**src/rtl/hist_ram_sched_if.sv**
```systemverilog
// Histogram scheduler bus bundle: pixel accumulation, bin read-back,
// clear control and the single-port histogram RAM strobes.
interface hist_ram_sched_if;
    logic        acc_valid;
    logic [7:0]  acc_gray;
    logic        acc_ready;
    logic        acc_flush;
    logic        acc_idle;
    logic        rd_req;
    logic [7:0]  rd_addr;
    logic        rd_ack;
    logic [31:0] rd_data;
    logic        clr_start;
    logic        clr_busy;
    logic        clr_done;
    logic        ram_en;
    logic        ram_we;
    logic [7:0]  ram_addr;
    logic [31:0] ram_din;
    logic [31:0] ram_dout;

    modport master (
        output acc_valid, acc_gray, acc_flush, rd_req, rd_addr, clr_start, ram_dout,
        input  acc_ready, acc_idle, rd_ack, rd_data, clr_busy, clr_done,
               ram_en, ram_we, ram_addr, ram_din
    );

    modport slave (
        input  acc_valid, acc_gray, acc_flush, rd_req, rd_addr, clr_start, ram_dout,
        output acc_ready, acc_idle, rd_ack, rd_data, clr_busy, clr_done,
               ram_en, ram_we, ram_addr, ram_din
    );
endinterface

```
**src/rtl/hist_ram_sched.sv**
```systemverilog
// Histogram RAM scheduler. Pixels of equal gray level are run-length
// collapsed into a pending run (P); a run is committed to the single-port
// histogram RAM by a read-modify-write (saturating add) whenever the gray
// level changes, the run counter would overflow, or a flush is requested.
// Bin read-back and a full 256-bin clear sweep share the same RAM port.
// All RAM strobes and status outputs are registered from next-state values.
module hist_ram_sched (
    input  logic            clk,
    input  logic            rst,
    hist_ram_sched_if.slave bus
);

    typedef enum logic [2:0] {
        ST_IDLE    = 3'd0,
        ST_FL_RD   = 3'd1,
        ST_FL_WAIT = 3'd2,
        ST_FL_WR   = 3'd3,
        ST_RD_RD   = 3'd4,
        ST_RD_WAIT = 3'd5,
        ST_RD_ACK  = 3'd6,
        ST_CLEAR   = 3'd7
    } state_t;

    // Bin update: base + run length, clamped at the 32-bit maximum.
    function automatic logic [31:0] sat_add(input logic [31:0] base, input logic [15:0] inc);
        logic [32:0] sum;
        sum = {1'b0, base} + {17'd0, inc};
        if (sum[32]) begin
            sat_add = 32'hFFFF_FFFF;
        end else begin
            sat_add = sum[31:0];
        end
    endfunction

    state_t      state_r, state_s;
    logic        p_valid_r, p_valid_s;
    logic [7:0]  p_gray_r, p_gray_s;
    logic [15:0] p_cnt_r, p_cnt_s;
    logic [7:0]  f_gray_r, f_gray_s;
    logic [15:0] f_cnt_r, f_cnt_s;
    logic        clr_lat_r, clr_lat_s;
    logic        flush_pend_r, flush_pend_s;

    logic        ram_en_r, ram_en_s;
    logic        ram_we_r, ram_we_s;
    logic [7:0]  ram_addr_r, ram_addr_s;
    logic [31:0] ram_din_r, ram_din_s;
    logic        rd_ack_r, rd_ack_s;
    logic [31:0] rd_data_r, rd_data_s;
    logic        clr_busy_r, clr_busy_s;
    logic        clr_done_r, clr_done_s;
    logic        acc_ready_r, acc_ready_s;
    logic        acc_idle_r, acc_idle_s;

    logic        accept_s;
    logic        mismatch_s;
    logic        flush_req_s;
    logic        mrg_valid_s;
    logic [7:0]  mrg_gray_s;
    logic [15:0] mrg_cnt_s;

    // Fold an accepted sample into the pending run; flag a run break.
    always_comb begin
        accept_s    = bus.acc_valid && acc_ready_r;
        flush_req_s = bus.acc_flush || flush_pend_r;
        mismatch_s  = 1'b0;
        mrg_valid_s = p_valid_r;
        mrg_gray_s  = p_gray_r;
        mrg_cnt_s   = p_cnt_r;
        if (accept_s) begin
            if (!p_valid_r) begin
                mrg_valid_s = 1'b1;
                mrg_gray_s  = bus.acc_gray;
                mrg_cnt_s   = 16'd1;
            end else if ((bus.acc_gray == p_gray_r) && (p_cnt_r != 16'hFFFF)) begin
                mrg_cnt_s   = p_cnt_r + 16'd1;
            end else begin
                mismatch_s  = 1'b1;
                mrg_valid_s = 1'b1;
                mrg_gray_s  = bus.acc_gray;
                mrg_cnt_s   = 16'd1;
            end
        end else begin
            mismatch_s  = 1'b0;
        end
    end

    // Next-state and next-output decode for the scheduler FSM.
    always_comb begin
        state_s      = state_r;
        p_valid_s    = p_valid_r;
        p_gray_s     = p_gray_r;
        p_cnt_s      = p_cnt_r;
        f_gray_s     = f_gray_r;
        f_cnt_s      = f_cnt_r;
        clr_lat_s    = clr_lat_r || (bus.clr_start && (state_r != ST_CLEAR));
        flush_pend_s = flush_pend_r;
        ram_en_s     = 1'b0;
        ram_we_s     = 1'b0;
        ram_addr_s   = ram_addr_r;
        ram_din_s    = ram_din_r;
        rd_ack_s     = 1'b0;
        rd_data_s    = rd_data_r;
        clr_done_s   = 1'b0;
        case (state_r)
            ST_IDLE: begin
                if (clr_lat_r) begin
                    // Clear wins: pending work is dropped, sweep starts at bin 0.
                    state_s      = ST_CLEAR;
                    p_valid_s    = 1'b0;
                    p_gray_s     = 8'd0;
                    p_cnt_s      = 16'd0;
                    f_gray_s     = 8'd0;
                    f_cnt_s      = 16'd0;
                    clr_lat_s    = 1'b0;
                    flush_pend_s = 1'b0;
                    ram_en_s     = 1'b1;
                    ram_we_s     = 1'b1;
                    ram_addr_s   = 8'd0;
                    ram_din_s    = 32'd0;
                end else if (mismatch_s) begin
                    // Run broken: commit the old run, new sample starts P.
                    // A simultaneous flush is remembered for the new run.
                    state_s      = ST_FL_RD;
                    f_gray_s     = p_gray_r;
                    f_cnt_s      = p_cnt_r;
                    p_valid_s    = mrg_valid_s;
                    p_gray_s     = mrg_gray_s;
                    p_cnt_s      = mrg_cnt_s;
                    flush_pend_s = flush_req_s;
                    ram_en_s     = 1'b1;
                    ram_addr_s   = p_gray_r;
                end else if (flush_req_s && mrg_valid_s) begin
                    state_s      = ST_FL_RD;
                    f_gray_s     = mrg_gray_s;
                    f_cnt_s      = mrg_cnt_s;
                    p_valid_s    = 1'b0;
                    p_gray_s     = 8'd0;
                    p_cnt_s      = 16'd0;
                    flush_pend_s = 1'b0;
                    ram_en_s     = 1'b1;
                    ram_addr_s   = mrg_gray_s;
                end else if (bus.rd_req) begin
                    state_s      = ST_RD_RD;
                    p_valid_s    = mrg_valid_s;
                    p_gray_s     = mrg_gray_s;
                    p_cnt_s      = mrg_cnt_s;
                    flush_pend_s = 1'b0;
                    ram_en_s     = 1'b1;
                    ram_addr_s   = bus.rd_addr;
                end else begin
                    p_valid_s    = mrg_valid_s;
                    p_gray_s     = mrg_gray_s;
                    p_cnt_s      = mrg_cnt_s;
                    flush_pend_s = 1'b0;
                end
            end
            ST_FL_RD: begin
                state_s = ST_FL_WAIT;
            end
            ST_FL_WAIT: begin
                // RAM read data is valid now; write back the updated bin.
                state_s    = ST_FL_WR;
                ram_en_s   = 1'b1;
                ram_we_s   = 1'b1;
                ram_addr_s = f_gray_r;
                ram_din_s  = sat_add(bus.ram_dout, f_cnt_r);
            end
            ST_FL_WR: begin
                state_s = ST_IDLE;
            end
            ST_RD_RD: begin
                state_s = ST_RD_WAIT;
            end
            ST_RD_WAIT: begin
                state_s   = ST_RD_ACK;
                rd_ack_s  = 1'b1;
                rd_data_s = bus.ram_dout;
            end
            ST_RD_ACK: begin
                state_s = ST_IDLE;
            end
            ST_CLEAR: begin
                p_valid_s    = 1'b0;
                flush_pend_s = 1'b0;
                clr_lat_s    = 1'b0;
                if (ram_addr_r == 8'hFF) begin
                    state_s    = ST_IDLE;
                    clr_done_s = 1'b1;
                end else begin
                    ram_en_s   = 1'b1;
                    ram_we_s   = 1'b1;
                    ram_addr_s = ram_addr_r + 8'd1;
                    ram_din_s  = 32'd0;
                end
            end
            default: begin
                state_s = ST_IDLE;
            end
        endcase
        acc_ready_s = (state_s == ST_IDLE) && !clr_lat_s;
        acc_idle_s  = (state_s == ST_IDLE) && !p_valid_s && !flush_pend_s;
        clr_busy_s  = (state_s == ST_CLEAR);
    end

    // State, pending run, flush run and clear latch registers.
    always_ff @(posedge clk or negedge rst) begin
        if (!rst) begin
            state_r      <= ST_IDLE;
            p_valid_r    <= 1'b0;
            p_gray_r     <= 8'd0;
            p_cnt_r      <= 16'd0;
            f_gray_r     <= 8'd0;
            f_cnt_r      <= 16'd0;
            clr_lat_r    <= 1'b0;
            flush_pend_r <= 1'b0;
        end else begin
            state_r      <= state_s;
            p_valid_r    <= p_valid_s;
            p_gray_r     <= p_gray_s;
            p_cnt_r      <= p_cnt_s;
            f_gray_r     <= f_gray_s;
            f_cnt_r      <= f_cnt_s;
            clr_lat_r    <= clr_lat_s;
            flush_pend_r <= flush_pend_s;
        end
    end

    // Registered outputs; reset drops every strobe at once.
    always_ff @(posedge clk or negedge rst) begin
        if (!rst) begin
            ram_en_r    <= 1'b0;
            ram_we_r    <= 1'b0;
            ram_addr_r  <= 8'd0;
            ram_din_r   <= 32'd0;
            rd_ack_r    <= 1'b0;
            rd_data_r   <= 32'd0;
            clr_busy_r  <= 1'b0;
            clr_done_r  <= 1'b0;
            acc_ready_r <= 1'b0;
            acc_idle_r  <= 1'b1;
        end else begin
            ram_en_r    <= ram_en_s;
            ram_we_r    <= ram_we_s;
            ram_addr_r  <= ram_addr_s;
            ram_din_r   <= ram_din_s;
            rd_ack_r    <= rd_ack_s;
            rd_data_r   <= rd_data_s;
            clr_busy_r  <= clr_busy_s;
            clr_done_r  <= clr_done_s;
            acc_ready_r <= acc_ready_s;
            acc_idle_r  <= acc_idle_s;
        end
    end

    assign bus.ram_en    = ram_en_r;
    assign bus.ram_we    = ram_we_r;
    assign bus.ram_addr  = ram_addr_r;
    assign bus.ram_din   = ram_din_r;
    assign bus.rd_ack    = rd_ack_r;
    assign bus.rd_data   = rd_data_r;
    assign bus.clr_busy  = clr_busy_r;
    assign bus.clr_done  = clr_done_r;
    assign bus.acc_ready = acc_ready_r;
    assign bus.acc_idle  = acc_idle_r;

endmodule

```
**src/flat_wrapper.sv**
```systemverilog
// flat-port wrapper written by rule: the top's interface ports become plain ports
module hist_ram_sched_flat 
  (clk, rst, bus_acc_valid, bus_acc_gray, bus_acc_flush, bus_rd_req, bus_rd_addr, bus_clr_start, bus_ram_dout, bus_acc_ready, bus_acc_idle, bus_rd_ack, bus_rd_data, bus_clr_busy, bus_clr_done, bus_ram_en, bus_ram_we, bus_ram_addr, bus_ram_din);
  hist_ram_sched_if bus_i ();
  input  logic clk;
  input  logic rst;
  input wire logic [$bits(bus_i.acc_valid)-1:0] bus_acc_valid;
  input wire logic [$bits(bus_i.acc_gray)-1:0] bus_acc_gray;
  input wire logic [$bits(bus_i.acc_flush)-1:0] bus_acc_flush;
  input wire logic [$bits(bus_i.rd_req)-1:0] bus_rd_req;
  input wire logic [$bits(bus_i.rd_addr)-1:0] bus_rd_addr;
  input wire logic [$bits(bus_i.clr_start)-1:0] bus_clr_start;
  input wire logic [$bits(bus_i.ram_dout)-1:0] bus_ram_dout;
  output wire logic [$bits(bus_i.acc_ready)-1:0] bus_acc_ready;
  output wire logic [$bits(bus_i.acc_idle)-1:0] bus_acc_idle;
  output wire logic [$bits(bus_i.rd_ack)-1:0] bus_rd_ack;
  output wire logic [$bits(bus_i.rd_data)-1:0] bus_rd_data;
  output wire logic [$bits(bus_i.clr_busy)-1:0] bus_clr_busy;
  output wire logic [$bits(bus_i.clr_done)-1:0] bus_clr_done;
  output wire logic [$bits(bus_i.ram_en)-1:0] bus_ram_en;
  output wire logic [$bits(bus_i.ram_we)-1:0] bus_ram_we;
  output wire logic [$bits(bus_i.ram_addr)-1:0] bus_ram_addr;
  output wire logic [$bits(bus_i.ram_din)-1:0] bus_ram_din;
  assign bus_i.acc_valid = bus_acc_valid;
  assign bus_i.acc_gray = bus_acc_gray;
  assign bus_i.acc_flush = bus_acc_flush;
  assign bus_i.rd_req = bus_rd_req;
  assign bus_i.rd_addr = bus_rd_addr;
  assign bus_i.clr_start = bus_clr_start;
  assign bus_i.ram_dout = bus_ram_dout;
  assign bus_acc_ready = bus_i.acc_ready;
  assign bus_acc_idle = bus_i.acc_idle;
  assign bus_rd_ack = bus_i.rd_ack;
  assign bus_rd_data = bus_i.rd_data;
  assign bus_clr_busy = bus_i.clr_busy;
  assign bus_clr_done = bus_i.clr_done;
  assign bus_ram_en = bus_i.ram_en;
  assign bus_ram_we = bus_i.ram_we;
  assign bus_ram_addr = bus_i.ram_addr;
  assign bus_ram_din = bus_i.ram_din;
  hist_ram_sched u_core (.clk(clk), .rst(rst), .bus(bus_i));
endmodule
```
**config.mk**
```make
export PLATFORM = sky130hd
export DESIGN_NAME = hist_ram_sched_flat
export DESIGN_NICKNAME = d
export VERILOG_FILES = /design/src/rtl/hist_ram_sched_if.sv /design/src/rtl/hist_ram_sched.sv /design/src/flat_wrapper.sv
export SDC_FILE = /design/constraint.sdc
export NUM_CORES = 1
export LEC_CHECK = 0
export BUFFER_PORTS_ARGS = -buffer_cell sky130_fd_sc_hd__buf_2
export CORE_ASPECT_RATIO = 1.1
export CORE_UTILIZATION = 30
export DETAILED_ROUTE_END_ITERATION = 10
export PLACE_DENSITY = 0.47
export SLEW_MARGIN = 20
export SYNTH_ARGS = -nofsm -noshare
export SYNTH_HDL_FRONTEND = slang
export SYNTH_SLANG_ARGS = --single-unit
```
**constraint.sdc**
```tcl
create_clock -name clk -period 2.9 [get_ports clk]
set_clock_uncertainty 0.1 [all_clocks]
set_input_delay 0.725 -clock clk [delete_from_list [all_inputs] [get_ports clk]]
set_output_delay 0.725 -clock clk [all_outputs]
set_load 0.005 [all_outputs]
```
==> run summary, run 1 <==
ANT cells - 0
fin nets - 1088
R2R Path End - u_core.bus.ram_din[30]$_DFFE_PN0P_
drt drc - 21
Rows - 60
area leader, netlist - dfrtp_1
cell count after synthesis - 798
global-route wire length before repair - 37210 µm
Peak VDD IR - 0.2870 mV
global placer's final weighted congestion - 0.8749
top-count cell post-synth - nand2_1
CTS Buf Count - 17
worst slew pin tran - 0.7547 ns
Hold Vio Cnt, Final - 0
largest net degree at the start of global routing - 50
asr flop ratio synth - 1.000
post-route cell area - 9866 µm²
Worst Path Max Fanout - 9
vias per inst - 5.051
failing checks - design-rule violations
hold_ws - 0.1005 ns
Power Density - 810.9 nW/µm²
Max Slew Vio Count - 0
Slew HR - 0.4935
Area growth, synth to finish - 32.86%
leakage power total - 4.722 nW
WL per Instance - 17.44 µm
TritonCTS clock tree - done
H-tree Lvls - 4
Final Cycle Share - 0.9549
area of the core - 24400 µm²
crit path kind - reg -> reg
Final Util - 0.4044
IO Pins - 133
synth unique cells - 78
Die Width - 152.0 µm
Synth top cells by count - nand2_1, dfrtp_1, o21ai_0
Clk pin slew, worst setup/hold paths - 0.06 ns
Hold Path Class - in -> async
HPWL Detailed - 17930 µm
Die Y - 167.0 µm
Pre-antenna DRT Iters - 8
layout cells sized above 1 - 0.3045
Clock Tree Root - clkbuf_16
top post-synthesis cells by area - dfrtp_1, nand2_1, o21ai_0
die area - 25390 µm²
# fillers - 2494
Iter 0 DRT Violations - 416
Clock Latency Late Sink - 0.43 ns
r2r setup slk - 0.13 ns
GRT Overall Usage - 0.1868
number of global-route vias before repair - 6540
Max-Cap Viols - 0
Clock Tree Buf Depth - 2
Synth Register Bits - 133
dominant synthesized flop cell - dfrtp_1
clock sink count - 133
minimum clock period - 2.769 ns
CP Launch Type - register
Max Clk Rate - 361.1 MHz
Critical Path RT - 3.11 ns
DRT antenna net count - 0
worst path arrival time - 2.97 ns
RSZ-0062 raised after global routing - no
Starting Density - 0.3044
setup total negative slack - 0 ns
IO buf count - 132
drt total wl - 23340 µm
Syn Nets - 871
Seq/Total Area, Yosys - 0.4484
Setup-failing EPs final - 0
area share of the leading cell type in the synthesized netlist - 0.4448
R2R depth - 10
R2R Path Start - u_core.f_cnt_r[0]$_DFFE_PN0P_
Post-CTS Hold Buffers - 0
dpl cell area - 9146 µm²
Worst Setup End Kind - register
Syn Std Cell Area - 7426 µm²
vias - 6758
status - finished with violations
initial antenna violation count - 0
yosys warns - 0
number of synthesized flops with an enable pin - 0
synthesized area per cell - 9.306 µm²
grt ovf - 0
[routing by layer]
layer / part of all wire / global-route usage / vias to the layer above
met1: 0.48 / 0.2587 / 3197
met5: 0 / 0 / -
li1: - / - / 3368
met2: 0.47 / 0.3029 / 179
met4: 0.0093 / 0.05324 / 0
met3: 0.038 / 0.02680 / 14
[power breakdown]
group	leakage (nW)	switching (W)	internal, W
Clock	0.331	0.000852	0.00166
Sequential	1.73	0.000400	0.00240
Combinational	2.66	0.00149	0.00121
[logic make-up after synthesis]
group / count (synthesis) / share of synthesized area
xor gates and xnor gates: 44 / 0.05190
muxes: 30 / 0.04280
DFF: 133 / 0.4484
AOI/OAI and AO/OA: 230 / 0.2184
buffers and inverters: 52 / 0.02999
and+or+nand+nor: 290 / 0.1756
adders and majority gates: 19 / 0.03303
[sequential cells by signal, indices dropped and copies added (netlist names)]
register	flops
u_core.bus.ram_din	32
u_core.bus.rd_data	32
u_core.f_cnt_r	16
u_core.p_cnt_r	16
u_core.bus.ram_addr	8
u_core.f_gray_r	8
u_core.p_gray_r	8
u_core.state_r	3
u_core.bus.acc_idle	1
u_core.bus.acc_ready	1
u_core.bus.clr_busy	1
u_core.bus.clr_done	1
u_core.bus.ram_en	1
u_core.bus.ram_we	1
u_core.bus.rd_ack	1
u_core.clr_lat_r	1
u_core.flush_pend_r	1
u_core.p_valid_r	1
[repair_timing]
| action | 4_1_cts | 5_1_grt |
|---|---|---|
| gates resized for setup | 0 | 5 |
| setup buffers | 0 | 2 |
| setup endpoints to repair | 0 | 17 |
[worst max-delay path by stage]
stage	from	endpoint	slack [ns]	cells past startpoint
after floorplan	bus_ram_dout[0]	u_core.bus.ram_din[16]$_DFFE_PN0P_	-0.18	11
after global placement	bus_ram_dout[0]	u_core.bus.ram_din[30]$_DFFE_PN0P_	-0.31	11
after detailed placement	bus_ram_dout[0]	u_core.bus.ram_din[30]$_DFFE_PN0P_	-0.35	11
after CTS	u_core.f_cnt_r[0]$_DFFE_PN0P_	u_core.bus.ram_din[30]$_DFFE_PN0P_	0.04	10
after global routing	u_core.p_cnt_r[5]$_DFFE_PN0P_	u_core.f_gray_r[4]$_DFFE_PN0P_	0.01	8
final	u_core.f_cnt_r[0]$_DFFE_PN0P_	u_core.bus.ram_din[30]$_DFFE_PN0P_	0.13	10
[critical path: stages, from the launching register on]
cell and delay (ns):
dfrtp_2 0.44, ha_4 0.18, fa_2 0.39, a21o_1 0.21, a221oi_4 0.29, o21bai_2 0.11, a21boi_2 0.22, a2111oi_4 0.10
and2_0 0.16, buf_4 0.17, a221o_1 0.27
[per-stage QoR]
stage | cells | worst slack, ns | power [W]
after floorplan | 798 | -0.1765 | 0.004257
after global placement | 1304 | -0.3096 | 0.005522
final | 1338 | 0.1309 | 0.008000
after CTS | 1336 | 0.03957 | 0.008092
after detailed placement | 1304 | -0.3452 | 0.005542
after global routing | 1338 | 0.01066 | 0.008517
[cells in the final DEF, fill, tap and decap left out, types with 14 or more instances in the layout]
master / instances
mux2_2: 14
nand2_1: 147
buf_4: 103
nor3_1: 14
nor2_1: 48
mux2i_1: 16
xnor2_1: 28
a31oi_1: 16
o21ai_0: 58
buf_2: 131
nand3_1: 20
nand4_1: 16
dfrtp_1: 131
a21oi_1: 42
xor2_1: 16
clkbuf_16: 17
ha_1: 17
a221o_1: 16
[area by class of cell]
class	count	area, µm²	share of cell area
Sequential cell	133	3331	0.3376
Clock buffer	20	456.7	0.04629
Tap cell	310	387.9	0.03932
Timing Repair Buffer	238	1500	0.1521
Multi-Input combinational cell	613	3921	0.3975
Clock inverter	12	224.0	0.02270
Inverter	12	45.04	0.004566
No activity file was read; power rests on OpenSTA's default activity.
==> inputs of run 2 (changes only) <==
Settings changed: PLACE_DENSITY 0.47 to 0.45.
Clock period 2.9 ns to 3.3 ns, I/O delays scaled along.
==> run 2 against run 1 <==
  * The run still ends with design-rule violations left
  * Sequential power fell by 12%
  * Utilization fell by 1.5 points
  * Power fell by 13%
  * Die area did not move
  * Clock power fell by 12%
==> run summary, run 2 (same netlist as run 1, synthesis figures left out) <==
grt ovf - 0 (unchanged)
Clock Tree Root - clkbuf_16 (unchanged)
failing checks - design-rule violations (unchanged)
setup total negative slack - 0 ns (unchanged)
H-tree Lvls - 4 (unchanged)
global-route wire length before repair - 37820 µm (was 37210 µm)
HPWL Detailed - 17730 µm (was 17930 µm)
Pre-antenna DRT Iters - 9 (was 8)
worst path arrival time - 3.20 ns (was 2.97 ns)
Final Cycle Share - 0.9107
vias - 6689 (was 6758)
Design Power - 0.006944 W (was 0.008000 W)
Peak VDD IR - 0.2534 mV (was 0.2870 mV)
Setup Buffers After CTS - 0 (unchanged)
IO buf count - 132 (unchanged)
most frequent cells in the layout - nand2_1, dfrtp_1, buf_2 (was nand2_1, buf_2, dfrtp_1)
Worst Path Max Fanout - 15 (was 9)
dpl cell area - 8826 µm² (was 9146 µm²)
WL per Instance - 18.24 µm (was 17.44 µm)
R2R Path Start - u_core.f_cnt_r[0]$_DFFE_PN0P_ (unchanged)
global placer's final weighted congestion - 0.8787 (was 0.8749)
R2R depth - 10 (unchanged)
status - finished with violations (unchanged)
RSZ-0062 raised after global routing - no (unchanged)
vias per inst - 5.161 (was 5.051)
Max Slew Vio Count - 0 (unchanged)
crit path kind - in -> reg (was reg -> reg)
ANT cells - 0 (unchanged)
GRT Overall Usage - 0.1916 (was 0.1868)
Die Width - 152.0 µm (unchanged)
clock sink count - 133 (unchanged)
Die Y - 167.0 µm (unchanged)
number of global-route vias before repair - 6459 (was 6540)
Worst Setup End Kind - register (unchanged)
area of the core - 24400 µm² (unchanged)
Slew HR - 0.5060 (was 0.4935)
R2R Path End - u_core.bus.ram_din[30]$_DFFE_PN0P_ (unchanged)
Setup-failing EPs final - 0 (unchanged)
Post-CTS Hold Buffers - 0 (unchanged)
Final Util - 0.3896 (was 0.4044)
Starting Density - 0.3044 (unchanged)
leakage power total - 4.506 nW (was 4.722 nW)
post-CTS sizing - 0 (unchanged)
DRT antenna net count - 0 (unchanged)
IO Pins - 133 (unchanged)
initial antenna violation count - 0 (unchanged)
Hold Vio Cnt, Final - 0 (unchanged)
r2r setup slk - 0.37 ns (was 0.13 ns)
Area growth, synth to finish - 28.00% (was 32.86%)
most common cell after layout, fill and taps aside - nand2_1 (unchanged)
worst slew pin tran - 0.7329 ns (was 0.7547 ns)
Hold Path Class - in -> async (unchanged)
# fillers - 2469 (was 2494)
Clock Latency Late Sink - 0.42 ns (was 0.43 ns)
Iter 0 DRT Violations - 434 (was 416)
layout cells sized above 1 - 0.2708 (was 0.3045)
drt total wl - 23630 µm (was 23340 µm)
Clk pin slew, worst setup/hold paths - 0.06 ns (about the same)
Power Density - 730.5 nW/µm² (was 810.9 nW/µm²)
Critical Path RT - 3.50 ns (was 3.11 ns)
CP Launch Type - input pin (was register)
fin nets - 1047 (was 1088)
die area - 25390 µm² (unchanged)
Max-Cap Viols - 0 (unchanged)
post-route cell area - 9505 µm² (was 9866 µm²)
minimum clock period - 3.005 ns
largest net degree at the start of global routing - 57 (was 50)
drt drc - 24 (was 21)
Rows - 60 (unchanged)
Max Clk Rate - 332.8 MHz
CTS Buf Count - 17 (unchanged)
TritonCTS clock tree - done (unchanged)
Clock Tree Buf Depth - 2 (unchanged)
[run 2: per-stage QoR]
step,instances,worst slack (ns),hold slack [ns]
6_report,1296,0.2947,0.2568
5_1_grt,1296,0.1444,0.2748
4_1_cts,1296,0.3117,0.2585
3_5_place_dp,1265,-0.1291,0.3550
3_3_place_gp,1265,-0.07167,0.3500
2_1_floorplan,798,0.01456,0.3497
[run 2: metal layers]
metal	GRT usage	share of wire	up-vias
met3	0.03149	0.038	12
met4	0.04703	0.0063	0
met1	0.2683	0.48	3207
met2	0.3076	0.47	183
met5	0	0	-
li1	-	-	3287
[run 2: final cells by class]
cell class / instances / area (µm²) / share of cell area
Sequential cell: 133 / 3329 / 0.3503
Multi-Input combinational cell: 613 / 3884 / 0.4086
Clock buffer: 19 / 452.9 / 0.04765
Tap cell: 310 / 387.9 / 0.04081
Clock inverter: 12 / 226.5 / 0.02383
Inverter: 12 / 45.04 / 0.004739
Timing Repair Buffer: 197 / 1180 / 0.1241
[run 2: critical path: stages]
cell and delay [ns]:
buf_2 0.11, ha_1 0.23, fa_1 0.41, a21o_1 0.22, a221oi_2 0.35, o21bai_2 0.11, a21boi_2 0.21, a2111oi_4 0.10
and2_0 0.20, buf_12 0.16, a221o_1 0.26
[run 2: where the power goes]
group	switching (W)	total (W)	internal, W
Combinational	0.00129	0.00227	0.000984
Sequential	0.000352	0.00246	0.00210
Clock	0.000757	0.00221	0.00146
[run 2: how the worst max path moves through the flow]
stage | cells past startpoint | slack (ns) | end | startpoint
floorplan | 11 | 0.01 | u_core.bus.ram_din[16]$_DFFE_PN0P_ | bus_ram_dout[0]
global placement | 11 | -0.07 | u_core.bus.ram_din[30]$_DFFE_PN0P_ | bus_ram_dout[0]
detailed placement | 11 | -0.13 | u_core.bus.ram_din[29]$_DFFE_PN0P_ | bus_ram_dout[0]
CTS | 11 | 0.31 | u_core.bus.ram_din[30]$_DFFE_PN0P_ | bus_ram_dout[0]
global route | 9 | 0.14 | u_core.bus.ram_din[31]$_DFFE_PN0P_ | bus_ram_dout[3]
finish | 11 | 0.29 | u_core.bus.ram_din[30]$_DFFE_PN0P_ | bus_ram_dout[0]
==> inputs of run 3 (changes only) <==
Settings changed: CTS_BUF_LIST set to sky130_fd_sc_hd__clkbuf_8.
==> run 3 against run 2 <==
  * The run still ends with design-rule violations left
  * Largest power group unchanged
  * Critical path depth unchanged
  * Fmax increased by 1.0%
  * Cell area decreased by 2.0%
  * Power decreased by 7.4%
  * Global-route usage about the same
  * Worst hold slack got worse by 0.039 ns
  * Critical endpoint unchanged
  * First-iteration DRC count increased by 15%
==> run summary, run 3 (same netlist as run 1, synthesis figures left out) <==
Post-CTS Hold Buffers - 0 (unchanged)
# fillers - 2493 (was 2469)
fin nets - 1047 (unchanged)
global placer's final weighted congestion - 0.8787 (unchanged)
Area growth, synth to finish - 25.43% (was 28.00%)
Clock Tree Buf Depth - 2 (unchanged)
layout cells sized above 1 - 0.2708 (unchanged)
Clock Tree Root - clkbuf_8 (was clkbuf_16)
failing checks - design-rule violations (unchanged)
Worst Path Max Fanout - 15 (unchanged)
dpl cell area - 8826 µm² (unchanged)
HPWL Detailed - 17730 µm (unchanged)
post-route cell area - 9314 µm² (was 9505 µm²)
worst slew pin tran - 0.7514 ns (was 0.7329 ns)
Iter 0 DRT Violations - 498 (was 434)
vias per inst - 5.126 (was 5.161)
initial antenna violation count - 0 (unchanged)
GRT Overall Usage - 0.1912 (was 0.1916)
grt ovf - 0 (unchanged)
ANT cells - 0 (unchanged)
most common cell after layout, fill and taps aside - nand2_1 (unchanged)
drt total wl - 23550 µm (was 23630 µm)
Rows - 60 (unchanged)
Worst Setup End Kind - register (unchanged)
worst path arrival time - 3.20 ns (about the same)
Setup-failing EPs final - 0 (unchanged)
Critical Path RT - 3.53 ns (was 3.50 ns)
Design Power - 0.006428 W (was 0.006944 W)
global-route wire length before repair - 37800 µm (was 37820 µm)
RSZ-0062 raised after global routing - no (unchanged)
Max Clk Rate - 336.1 MHz (was 332.8 MHz)
H-tree Lvls - 4 (unchanged)
leakage power total - 4.419 nW (was 4.506 nW)
crit path kind - in -> reg (unchanged)
Pre-antenna DRT Iters - 8 (was 9)
Setup Buffers After CTS - 0 (unchanged)
CTS Buf Count - 17 (unchanged)
area of the core - 24400 µm² (unchanged)
IO buf count - 132 (unchanged)
number of global-route vias before repair - 6493 (was 6459)
WL per Instance - 18.17 µm (was 18.24 µm)
IO Pins - 133 (unchanged)
Die Y - 167.0 µm (unchanged)
minimum clock period - 2.976 ns (was 3.005 ns)
vias - 6643 (was 6689)
drt drc - 24 (unchanged)
Hold Path Class - in -> async (unchanged)
DRT antenna net count - 0 (unchanged)
Power Density - 690.2 nW/µm² (was 730.5 nW/µm²)
Clk pin slew, worst setup/hold paths - 0.08 ns (was 0.06 ns)
die area - 25390 µm² (unchanged)
largest net degree at the start of global routing - 57 (unchanged)
Max Slew Vio Count - 0 (unchanged)
Clock Latency Late Sink - 0.45 ns (was 0.42 ns)
clock sink count - 133 (unchanged)
CP Launch Type - input pin (unchanged)
Die Width - 152.0 µm (unchanged)
Peak VDD IR - 0.2178 mV (was 0.2534 mV)
TritonCTS clock tree - done (unchanged)
Final Cycle Share - 0.9017 (was 0.9107)
post-CTS sizing - 0 (unchanged)
Hold Vio Cnt, Final - 0 (unchanged)
most frequent cells in the layout - nand2_1, dfrtp_1, buf_2 (unchanged)
Starting Density - 0.3044 (unchanged)
Max-Cap Viols - 0 (unchanged)
Slew HR - 0.4936 (was 0.5060)
status - finished with violations (unchanged)
R2R depth - 10 (unchanged)
==> run 3: changes by cell type in the layout (fill, tap and decap cells not counted) <==
cell / delta
clkbuf_16: -17
clkbuf_8: +17
==> run 3: metrics by stage <==
step           setup TNS (ns)  setup slack [ns]    util  hold slack [ns]  std cells
5_1_grt                     0            0.1739  0.3817           0.2218       1296
6_report                    0            0.3245  0.3817           0.2181       1296
2_1_floorplan               0           0.01456       -           0.3497        798
4_1_cts                     0            0.3529  0.3817           0.2107       1296
3_3_place_gp           -1.053          -0.07167  0.3617           0.3500       1265
3_5_place_dp           -1.839           -0.1291  0.3617           0.3550       1265
==> run 3: final timing paths <==
kind	startpoint	endpoint	slack [ns]
worst max-delay path	bus_ram_dout[0]	u_core.bus.ram_din[30]$_DFFE_PN0P_	0.32
worst min-delay path	rst	u_core.bus.rd_data[23]$_DFFE_PN0P_	0.22
worst max register to register	u_core.f_cnt_r[0]$_DFFE_PN0P_	u_core.bus.ram_din[30]$_DFFE_PN0P_	0.35
worst min register to register	u_core.bus.ram_din[3]$_DFFE_PN0P_	u_core.bus.ram_din[3]$_DFFE_PN0P_	0.37
max in group asynchronous	rst	u_core.bus.rd_data[10]$_DFFE_PN0P_	2.10
min in group clk	u_core.bus.ram_din[3]$_DFFE_PN0P_	u_core.bus.ram_din[3]$_DFFE_PN0P_	0.37
==> run 3: where the power goes <==
group	switching (W)	internal [W]
combinational	0.00129	0.000983
clock	0.000691	0.00101
sequential	0.000353	0.00210
total	0.00233	0.00410
==> run 3: per-layer routing <==
metal  share of wire  global-route usage
met1            0.48              0.2677
met2            0.47              0.3076
met3           0.038             0.03227
met4          0.0066             0.04437
met5               0                   0
==> run 3: final cells by class <==
| type | instances | area (µm²) | share of cell area |
|---|---|---|---|
| repair buffers | 197 | 1180 | 0.1267 |
| clock buffers | 19 | 261.5 | 0.02808 |
| clock inverters | 12 | 226.5 | 0.02431 |
| inverters | 12 | 45.04 | 0.004836 |
| multi-input cells | 613 | 3884 | 0.4170 |
| flip-flops and latches | 133 | 3329 | 0.3575 |
| well taps | 310 | 387.9 | 0.04164 |
==> run 3: critical path: stages <==
cell and delay (ns):
buf_2 0.11, ha_1 0.23, fa_1 0.41, a21o_1 0.22, a221oi_2 0.35, o21bai_2 0.11
a21boi_2 0.21, a2111oi_4 0.10, and2_0 0.20, buf_12 0.16, a221o_1 0.26
